**config.mk**
```make
export PLATFORM = sky130hd
export DESIGN_NAME = rx_link_ctrl
export DESIGN_NICKNAME = d
export VERILOG_FILES = /design/src/rtl/rx_link_ctrl.sv
export SDC_FILE = /design/constraint.sdc
export NUM_CORES = 1
export LEC_CHECK = 0
export ABC_AREA = 1
export CORE_MARGIN = 4
export CORE_UTILIZATION = 51
export DETAILED_ROUTE_END_ITERATION = 12
export GPL_ROUTABILITY_DRIVEN = 0
export GPL_TIMING_DRIVEN = 1
export PLACE_DENSITY = 0.83
export SLEW_MARGIN = 20
export SYNTH_ARGS = -nofsm -noshare
export SYNTH_HDL_FRONTEND = slang
export SYNTH_SLANG_ARGS = --single-unit
```
**constraint.sdc**
```tcl
create_clock -name clk_4f -period 2.5 [get_ports clk_4f]
set_input_delay 0.375 -clock clk_4f [delete_from_list [all_inputs] [get_ports clk_4f]]
set_output_delay 0.375 -clock clk_4f [all_outputs]
set_load 0.005 [all_outputs]
```
**src/rtl/rx_link_ctrl.sv**
```systemverilog
// RX link-synchronisation controller: comma-based lock, payload gating, loss-of-sync detect.
// Optional loss-event counter enabled by defining RX_LINK_ERR_CNT_EN.
module rx_link_ctrl #(
    parameter logic [7:0] COMMA      = 8'hBC,
    parameter int         LOCK_COUNT = 4,
    parameter int         MAX_RUN    = 16
) (
    input  logic       clk_4f,
    input  logic       reset,
    input  logic [7:0] byte_in,
    input  logic       byte_vld,
    output logic [7:0] data_out,
    output logic       valid_out,
    output logic       active,
    output logic       lost,
    output logic [1:0] state,
    output logic [7:0] err_count
);

    localparam int CW = (LOCK_COUNT < 2) ? 1 : $clog2(LOCK_COUNT + 1);
    localparam int RW = $clog2(MAX_RUN + 1);
    localparam logic [CW-1:0] LOCK_C = CW'(LOCK_COUNT);
    localparam logic [RW-1:0] MAX_R  = RW'(MAX_RUN);

    typedef enum logic [1:0] {
        S_SEARCH  = 2'd0,
        S_LOCKING = 2'd1,
        S_ACTIVE  = 2'd2,
        S_LOST    = 2'd3
    } state_t;

    state_t          state_q, state_d;
    logic [CW-1:0]   comma_cnt_q, comma_cnt_d;
    logic [RW-1:0]   run_cnt_q, run_cnt_d;
    logic [7:0]      data_out_q, data_out_d;
    logic            valid_q, valid_d;
    logic            lost_q, lost_d;
    logic            active_q, active_d;
    logic            is_comma;
    logic            accept;

    assign is_comma = (byte_in == COMMA);
    // A payload byte is taken only while the run budget still has room.
    assign accept = (state_q == S_ACTIVE) && byte_vld && !is_comma && (run_cnt_q != MAX_R);

    always_ff @(posedge clk_4f or negedge reset) begin
        if (!reset) begin
            state_q     <= S_SEARCH;
            comma_cnt_q <= '0;
            run_cnt_q   <= '0;
        end else begin
            state_q     <= state_d;
            comma_cnt_q <= comma_cnt_d;
            run_cnt_q   <= run_cnt_d;
        end
    end

    always_comb begin
        state_d     = state_q;
        comma_cnt_d = comma_cnt_q;
        run_cnt_d   = run_cnt_q;
        case (state_q)
            S_SEARCH: begin
                if (byte_vld && is_comma) begin
                    if (LOCK_COUNT == 1) begin
                        state_d     = S_ACTIVE;
                        comma_cnt_d = '0;
                        run_cnt_d   = '0;
                    end else begin
                        state_d     = S_LOCKING;
                        comma_cnt_d = CW'(1);
                    end
                end
            end
            S_LOCKING: begin
                if (byte_vld) begin
                    if (!is_comma) begin
                        state_d     = S_SEARCH;
                        comma_cnt_d = '0;
                    end else if (comma_cnt_q + CW'(1) == LOCK_C) begin
                        state_d     = S_ACTIVE;
                        comma_cnt_d = '0;
                        run_cnt_d   = '0;
                    end else begin
                        comma_cnt_d = comma_cnt_q + CW'(1);
                    end
                end
            end
            S_ACTIVE: begin
                if (byte_vld) begin
                    if (is_comma) begin
                        run_cnt_d = '0;
                    end else if (run_cnt_q == MAX_R) begin
                        state_d     = S_LOST;
                        comma_cnt_d = '0;
                        run_cnt_d   = '0;
                    end else begin
                        run_cnt_d = run_cnt_q + RW'(1);
                    end
                end
            end
            default: begin
                state_d     = S_SEARCH;
                comma_cnt_d = '0;
                run_cnt_d   = '0;
            end
        endcase
    end

    always_comb begin
        data_out_d = data_out_q;
        valid_d    = 1'b0;
        lost_d     = (state_d == S_LOST);
        active_d   = (state_d == S_ACTIVE);
        if (accept) begin
            data_out_d = byte_in;
            valid_d    = 1'b1;
        end
    end

    always_ff @(posedge clk_4f or negedge reset) begin
        if (!reset) begin
            data_out_q <= 8'h00;
            valid_q    <= 1'b0;
            lost_q     <= 1'b0;
            active_q   <= 1'b0;
        end else begin
            data_out_q <= data_out_d;
            valid_q    <= valid_d;
            lost_q     <= lost_d;
            active_q   <= active_d;
        end
    end

`ifdef RX_LINK_ERR_CNT_EN
    logic [7:0] err_count_q, err_count_d;

    always_comb begin
        err_count_d = err_count_q;
        if (state_d == S_LOST && state_q != S_LOST && err_count_q != 8'hFF)
            err_count_d = err_count_q + 8'd1;
    end

    always_ff @(posedge clk_4f or negedge reset) begin
        if (!reset) err_count_q <= 8'h00;
        else        err_count_q <= err_count_d;
    end

    assign err_count = err_count_q;
`else
    assign err_count = 8'h00;
`endif

    assign data_out  = data_out_q;
    assign valid_out = valid_q;
    assign lost      = lost_q;
    assign active    = active_q;
    assign state     = state_q;

endmodule

```
==> results of run 1 <==
[cells in the mapped netlist]
master and number:
sky130_fd_sc_hd__inv_2 4, sky130_fd_sc_hd__or2_1 1, sky130_fd_sc_hd__buf_6 1, sky130_fd_sc_hd__inv_1 13
sky130_fd_sc_hd__nand3_4 1, sky130_fd_sc_hd__a21oi_4 1, sky130_fd_sc_hd__dfrtp_1 21, sky130_fd_sc_hd__nand4_1 2
sky130_fd_sc_hd__ha_1 4, sky130_fd_sc_hd__xor2_1 2, sky130_fd_sc_hd__o21ai_0 2, sky130_fd_sc_hd__buf_4 8
sky130_fd_sc_hd__nor2_8 2, sky130_fd_sc_hd__nand2_2 5, sky130_fd_sc_hd__or2_2 1, sky130_fd_sc_hd__o21ai_2 3
sky130_fd_sc_hd__nor2_1 10, sky130_fd_sc_hd__a21oi_1 1, sky130_fd_sc_hd__nor3_1 3, sky130_fd_sc_hd__nor2_2 1
sky130_fd_sc_hd__conb_1 1, sky130_fd_sc_hd__nand3_1 11, sky130_fd_sc_hd__o21ai_1 3, sky130_fd_sc_hd__nand2_1 51
sky130_fd_sc_hd__nand3_2 1
[final cells by class]
type                            count  area (µm²)
Timing Repair Buffer               24         238
Multi-Input combinational cell    113         599
Tap cell                           28        35.0
Sequential cell                    21         526
Clock inverter                      1        5.00
Inverter                           17        63.8
Fill cell                         193         766
Clock buffer                        3        22.5
[state kept, by name, indices dropped and copies added (netlist names)]
| register | count |
|---|---|
| data_out | 8 |
| run_cnt_q | 5 |
| comma_cnt_q | 3 |
| state | 2 |
| active | 1 |
| lost | 1 |
| valid_out | 1 |
[metal layers]
layer	vias to the layer above	share of wire, %	global-route usage (%)
li1	514	-	-
met1	456	43	19.9
met2	25	49	27.2
met3	6	6.2	5.66
met4	0	1.8	5.96
met5	-	0	0
[power by group through the flow]
| stage | clock network (W) | registers, W | logic, W |
|---|---|---|---|
| after global routing | 0.000184 | 0.000346 | 0.0000468 |
| after floorplan | 0 | 0.000351 | 0.0000230 |
| after detailed placement | 0 | 0.000352 | 0.0000407 |
| final | 0.000160 | 0.000345 | 0.0000404 |
| after global placement | 0 | 0.000352 | 0.0000409 |
| after CTS | 0.000171 | 0.000345 | 0.0000409 |
[stage by stage]
stage          area, µm²  power, W  hold WS (ns)
3_3_place_gp        1460  0.000393         0.453
2_1_floorplan       1260  0.000374        0.0794
4_1_cts             1490  0.000557         0.391
6_report            1490  0.000546         0.392
5_1_grt             1490  0.000576         0.400
3_5_place_dp        1460  0.000393         0.460
[worst max path at each step]
stage	endpoint	cells after the start
finish	state[0]	1
global route	state[0]	1
CTS	state[0]	1
detailed placement	comma_cnt_q[2]	10
global placement	run_cnt_q[1]	10
floorplan	data_out[1]	9
[kinds of logic (layout without fill, tap and decap cells)]
kind of cell	count (synthesis)	in the layout	synth area share [%]
other cells	1	8	0.304
flops	21	21	42.6
compound gates	10	10	5.88
fa+ha+maj	4	4	4.06
xor+xnor	2	2	1.42
buf+inv	26	45	11.0
simple gates	89	89	34.8
==> results.yml, run 1 <==
outcome:
  outcome: "finished, final reports clean"
sta:
  final_hold_viol_count: 0
  finalSetupViolCount: 0
  drv_slew: 0
  fin_skew_ns: 0.00270
  timing.setup.tns_ns: 0
  finalCriticalPeriod_ns: 1.77
  setup_slack_ns: 0.731
  post-route-period-util_pct: 70.8
  max_clock_freq_mhz: 565
  setup_repair_after_global_routing_missed_its_margin: "false"
global_route:
  grt_remaining_overflow: 0
  grt_pass1_wl_um: 4270
  grt_antenna_before_repair: 0
  gr-usage-all-layers_pct: 16.5
  largest_net_degree_at_the_start_of_global_routing: 22
  grt_pass1_vias: 999
floorplan:
  core_area_um2: 2250
  fp-row-count: 17
  io-pin-count: 32
  dieArea_um2: 3270
  dieWidth_um: 57.2
  floorplan.initialDensity_pct: 54.7
  die_height_um: 57.2
power:
  vdd_drop_max_v: 0.000310
  power_frac_comb_pct: 7.4
  power.switching_fraction_pct: 22.9
  switchingPower_w: 0.000125
  cell_internal_pwr_w: 0.000421
  seq_power_share_pct: 63.2
  power_density_relative_to_cell_area_nw_per_um2: 367
  power_leakage_nw: 0.760
  power_frac_clock_pct: 29.4
setup_path:
  worst-r2r-setup-slack_ns: 0.96
  startpoint_type: "flop"
  worst_ep_arrival_time_ns: 1.39
  worst-path-max-fanout: 4
  cp-end-kind: "output port"
  worstPathRequired_ns: 2.12
  criticalPathCategory: "reg2out"
  critPathSlowestCell: "sky130_fd_sc_hd__clkdlybuf4s50_1"
  critical_path_buf_inv_count: 1
  r2r-start: "run_cnt_q[0]"
  rr_worst_depth: 7
  path_cells: "clkdlybuf4s50_1"
  path_delay_family: "buffers and inverters"
  timing.rr.end: "comma_cnt_q[2]"
  critical-path-max-stage-delay_ns: 0.56
  critical_path_start: "state[0]"
finish:
  final_layout_size_suffix_gt1_share_pct: 13.4
  postLayoutCoreUtil_pct: 66.0
  finish.net_count: 195
  mostFrequentLayoutCell: "sky130_fd_sc_hd__nand2_1"
  finalNonFillerCells: 207
  mostFrequentLayoutCells: "sky130_fd_sc_hd__nand2_1, sky130_fd_sc_hd__clkdlybuf4s50_1, sky130_fd_sc_hd__dfrtp_1"
  insertedDiodeCount: 0
  flow.area_growth_from_synthesis_pct: 20.7
detailed_routing:
  final_routed_wirelength_um: 2350
  detailedRoute.firstIterationViolations: 12
  viasPerCell: 4.84
  drcViolationCount: 0
  drt-wirelength-per-cell_um: 11.4
  detail-route-antenna-nets: 0
  route.vias.total: 1001
  drt_pass1_iterations: 4
yosys:
  postSynthCellCount: 153
  synth.yosys.seq_area_share_pct: 42.6
  synth_cell_types: 25
  yosysWarningCount: 0
  synth_top_area_cell: "sky130_fd_sc_hd__dfrtp_1"
  yosys.area.top_type_share_pct: 42.6
  synthTopCellsByArea: "sky130_fd_sc_hd__dfrtp_1, sky130_fd_sc_hd__nand2_1, sky130_fd_sc_hd__buf_4, sky130_fd_sc_hd__nand3_1, sky130_fd_sc_hd__ha_1"
  syn-mean-instance-area_um2: 8.06
  syn_area_um2: 1230
  yosys_register_bits: 21
cts:
  insertion_delay_ns: 0.31
  clockBufferDepth: 2
  cts.sink_count: 21
  number_of_setup_buffers_added_after_cts: 0
  cts_hold_buffers: 0
  post_cts_resize_count: 0
  cts_buffers: 3
  worst_setup_hold_path_clk_slew_ns: 0.11
  cts_max_level: 1
  clock_tree.root_cell: "sky130_fd_sc_hd__clkbuf_4"
  tritoncts: "built"
placed_design:
  buffer_ports.inserted: 23
  place.detailed.instances: 203
  post-place-ws_ns: 0.537
  detailedPlacementHpwl_um: 1900
hold_path:
  timing.hold.worst.class: "in2async"
flow_run:
  drv_cap: 0
(Power assumes the default switching activity.)
==> run 2, diff against run 1 <==
--- a/config.mk
+++ b/config.mk
@@ -6,12 +6,13 @@
 export NUM_CORES = 1
 export LEC_CHECK = 0
 export ABC_AREA = 1
+export CORE_ASPECT_RATIO = 0.5
 export CORE_MARGIN = 4
-export CORE_UTILIZATION = 51
+export CORE_UTILIZATION = 43
 export DETAILED_ROUTE_END_ITERATION = 12
 export GPL_ROUTABILITY_DRIVEN = 0
 export GPL_TIMING_DRIVEN = 1
-export PLACE_DENSITY = 0.83
+export PLACE_DENSITY = 0.75
 export SLEW_MARGIN = 20
 export SYNTH_ARGS = -nofsm -noshare
 export SYNTH_HDL_FRONTEND = slang
==> constraint.sdc (replaced) <==
create_clock -name clk_4f -period 1.6 [get_ports clk_4f]
set_input_delay 0.24 -clock clk_4f [delete_from_list [all_inputs] [get_ports clk_4f]]
set_output_delay 0.24 -clock clk_4f [all_outputs]
set_load 0.005 [all_outputs]
==> run 2 against run 1 <==
Against the previous run: clock skew rose by 0.0017 ns; die area rose by 17%; total power rose by 76%; first-iteration DRC count rose to 5.0 times the previous value; sequential share of layout area fell by 3.1 points; routed wire length rose by 1.3%; clock power rose by 120%; hold slack got worse by 0.081 ns; register-to-register slack got worse by 0.84 ns; worst setup slack got worse by 0.69 ns; critical endpoint unchanged; largest power group unchanged; highest routed layer unchanged.
==> results.yml, run 2 (synthesis gave the netlist of run 1 again) <==
detailed_routing:
  route.vias.total: 1053
  final_routed_wirelength_um: 2380
  detailedRoute.firstIterationViolations: 60
  dr_wl_met2_um: 1100
  topRoutingLayerUsed: "met4"
  drcViolationCount: 0
  drt-wirelength-per-cell_um: 10.4
  drt_pass1_iterations: 4
  met3_wirelength_um: 160
  detail-route-antenna-nets: 0
  viasPerCell: 4.58
  wl_met1_um: 1100
placed_design:
  detailedPlacementHpwl_um: 1850
  buffer_ports.inserted: 23
  post_dp_cell_area_um2: 1580
setup_path:
  worstPathRequired_ns: 1.36
  worst_ep_arrival_time_ns: 1.32
  critPathSlowestCell: "sky130_fd_sc_hd__clkdlybuf4s50_1"
  critical-path-max-stage-delay_ns: 0.56
  worst-r2r-setup-slack_ns: 0.12
  cp-end-kind: "output port"
  r2r-start: "comma_cnt_q[0]"
  worst-path-max-fanout: 4
  startpoint_type: "flop"
  timing.rr.end: "active"
  path_cells: "clkdlybuf4s50_1"
  critPathCapture: "state[0]"
  rr_worst_depth: 7
  critical_path_buf_inv_count: 1
  critical_path_start: "state[0]"
  path_delay_family: "buffers and inverters"
  criticalPathCategory: "reg2out"
  timing.critical_path.depth: 1
power:
  power_frac_clock_pct: 36.1
  seq_power_share_pct: 56.0
  power_leakage_nw: 0.836
  power_density_relative_to_cell_area_nw_per_um2: 590
  power.switching_fraction_pct: 22.4
  power_frac_comb_pct: 7.9
  switchingPower_w: 0.000216
  vdd_drop_max_v: 0.000245
  cell_internal_pwr_w: 0.000747
floorplan:
  dieArea_um2: 3840
  io-pin-count: 32
  fp-row-count: 13
  core_area_um2: 2670
  dieWidth_um: 83.8
  floorplan.initialDensity_pct: 46.2
  die_height_um: 45.9
cts:
  cts_max_level: 1
  clockBufferDepth: 2
  cts.sink_count: 21
  tritoncts: "built"
  cts_hold_buffers: 0
  insertion_delay_ns: 0.26
  worst_setup_hold_path_clk_slew_ns: 0.08
  cts_buffers: 3
  clock_tree.root_cell: "sky130_fd_sc_hd__clkbuf_8"
finish:
  finish.net_count: 209
  count_of_filler_cells_inserted_in_the_layout: 223
  final_layout_size_suffix_gt1_share_pct: 21.2
  mostFrequentLayoutCell: "sky130_fd_sc_hd__nand2_1"
  number_of_flip_flops_in_the_largest_register: 8
  stdcell_area_um2: 1630
  insertedDiodeCount: 0
  mostFrequentLayoutCells: "sky130_fd_sc_hd__nand2_1, sky130_fd_sc_hd__clkdlybuf4s50_1, sky130_fd_sc_hd__dfrtp_1"
  flow.area_growth_from_synthesis_pct: 32.3
global_route:
  grt_antenna_before_repair: 0
  grt_pass1_vias: 1009
  grt_remaining_overflow: 0
  gr-usage-all-layers_pct: 14.2
  grt_pass1_wl_um: 4370
  largest_net_degree_at_the_start_of_global_routing: 22
sta:
  max_clock_freq_mhz: 640
  finalSetupViolCount: 0
  fin_skew_ns: 0.00442
  setup_repair_after_global_routing_missed_its_margin: "false"
  finalCriticalPeriod_ns: 1.56
  timing.hold.ws_ns: 0.310
  post-route-period-util_pct: 97.6
  final_hold_viol_count: 0
  drv_slew: 0
outcome:
  outcome: "finished, final reports clean"
flow_run:
  drv_cap: 0
hold_path:
  timing.hold.worst.class: "in2async"
[run 2: cell count changes in the layout (fill, tap and decap cells not counted), sizes merged]
cell,delta
buf,+14
[run 2: power by group through the flow]
stage / combinational, W / sequential, W / clock, W
after global routing: 0.0000885 / 0.000539 / 0.000390
after CTS: 0.0000762 / 0.000539 / 0.000365
after global placement: 0.0000745 / 0.000549 / 0
after floorplan: 0.0000359 / 0.000549 / 0
final: 0.0000762 / 0.000540 / 0.000347
after detailed placement: 0.0000762 / 0.000550 / 0
[run 2: worst min-delay path by stage]
stage | slack, ns | cells past startpoint | startpoint | end
5_1_grt | 0.35 | 2 | reset | run_cnt_q[0]
2_1_floorplan | -0.06 | 0 | reset | active
3_3_place_gp | 0.45 | 2 | data_out[5] | data_out[5]
4_1_cts | 0.32 | 2 | reset | run_cnt_q[1]
6_report | 0.31 | 2 | reset | comma_cnt_q[2]
3_5_place_dp | 0.46 | 2 | data_out[5] | data_out[5]
[run 2: what timing repair did]
action,in CTS,in global routing
buffers inserted,0,0
setup endpoints to repair,0,7
resized for setup,0,4
[run 2: per-layer routing]
metal / track usage [%] / vias up
li1: - / 539
met1: 17.6 / 480
met2: 25.8 / 31
met3: 3.79 / 3
met4: 2.88 / 0
met5: 0 / -
[run 2: cell type report]
cell class	instances	area (µm²)	area share, %
multi-input combinational	113	607	37.2
sequential	21	526	32.2
timing repair buffer	38	343	21.0
inverter	17	63.8	3.91
tap	37	46.3	2.84
clock buffer	3	41.3	2.53
clock inverter	1	5.00	0.307
[run 2: through the flow]
step	util [%]	TNS [ns]	std cells	power (W)	setup slack (ns)
CTS	60.9	0	230	0.000980	0.0212
global route	61.2	0	230	0.00102	0.00397
global placement	59.1	-1.08	226	0.000624	-0.116
floorplan	-	0	160	0.000585	0.197
finish	61.2	0	230	0.000963	0.0380
detailed placement	59.1	-1.91	226	0.000626	-0.171
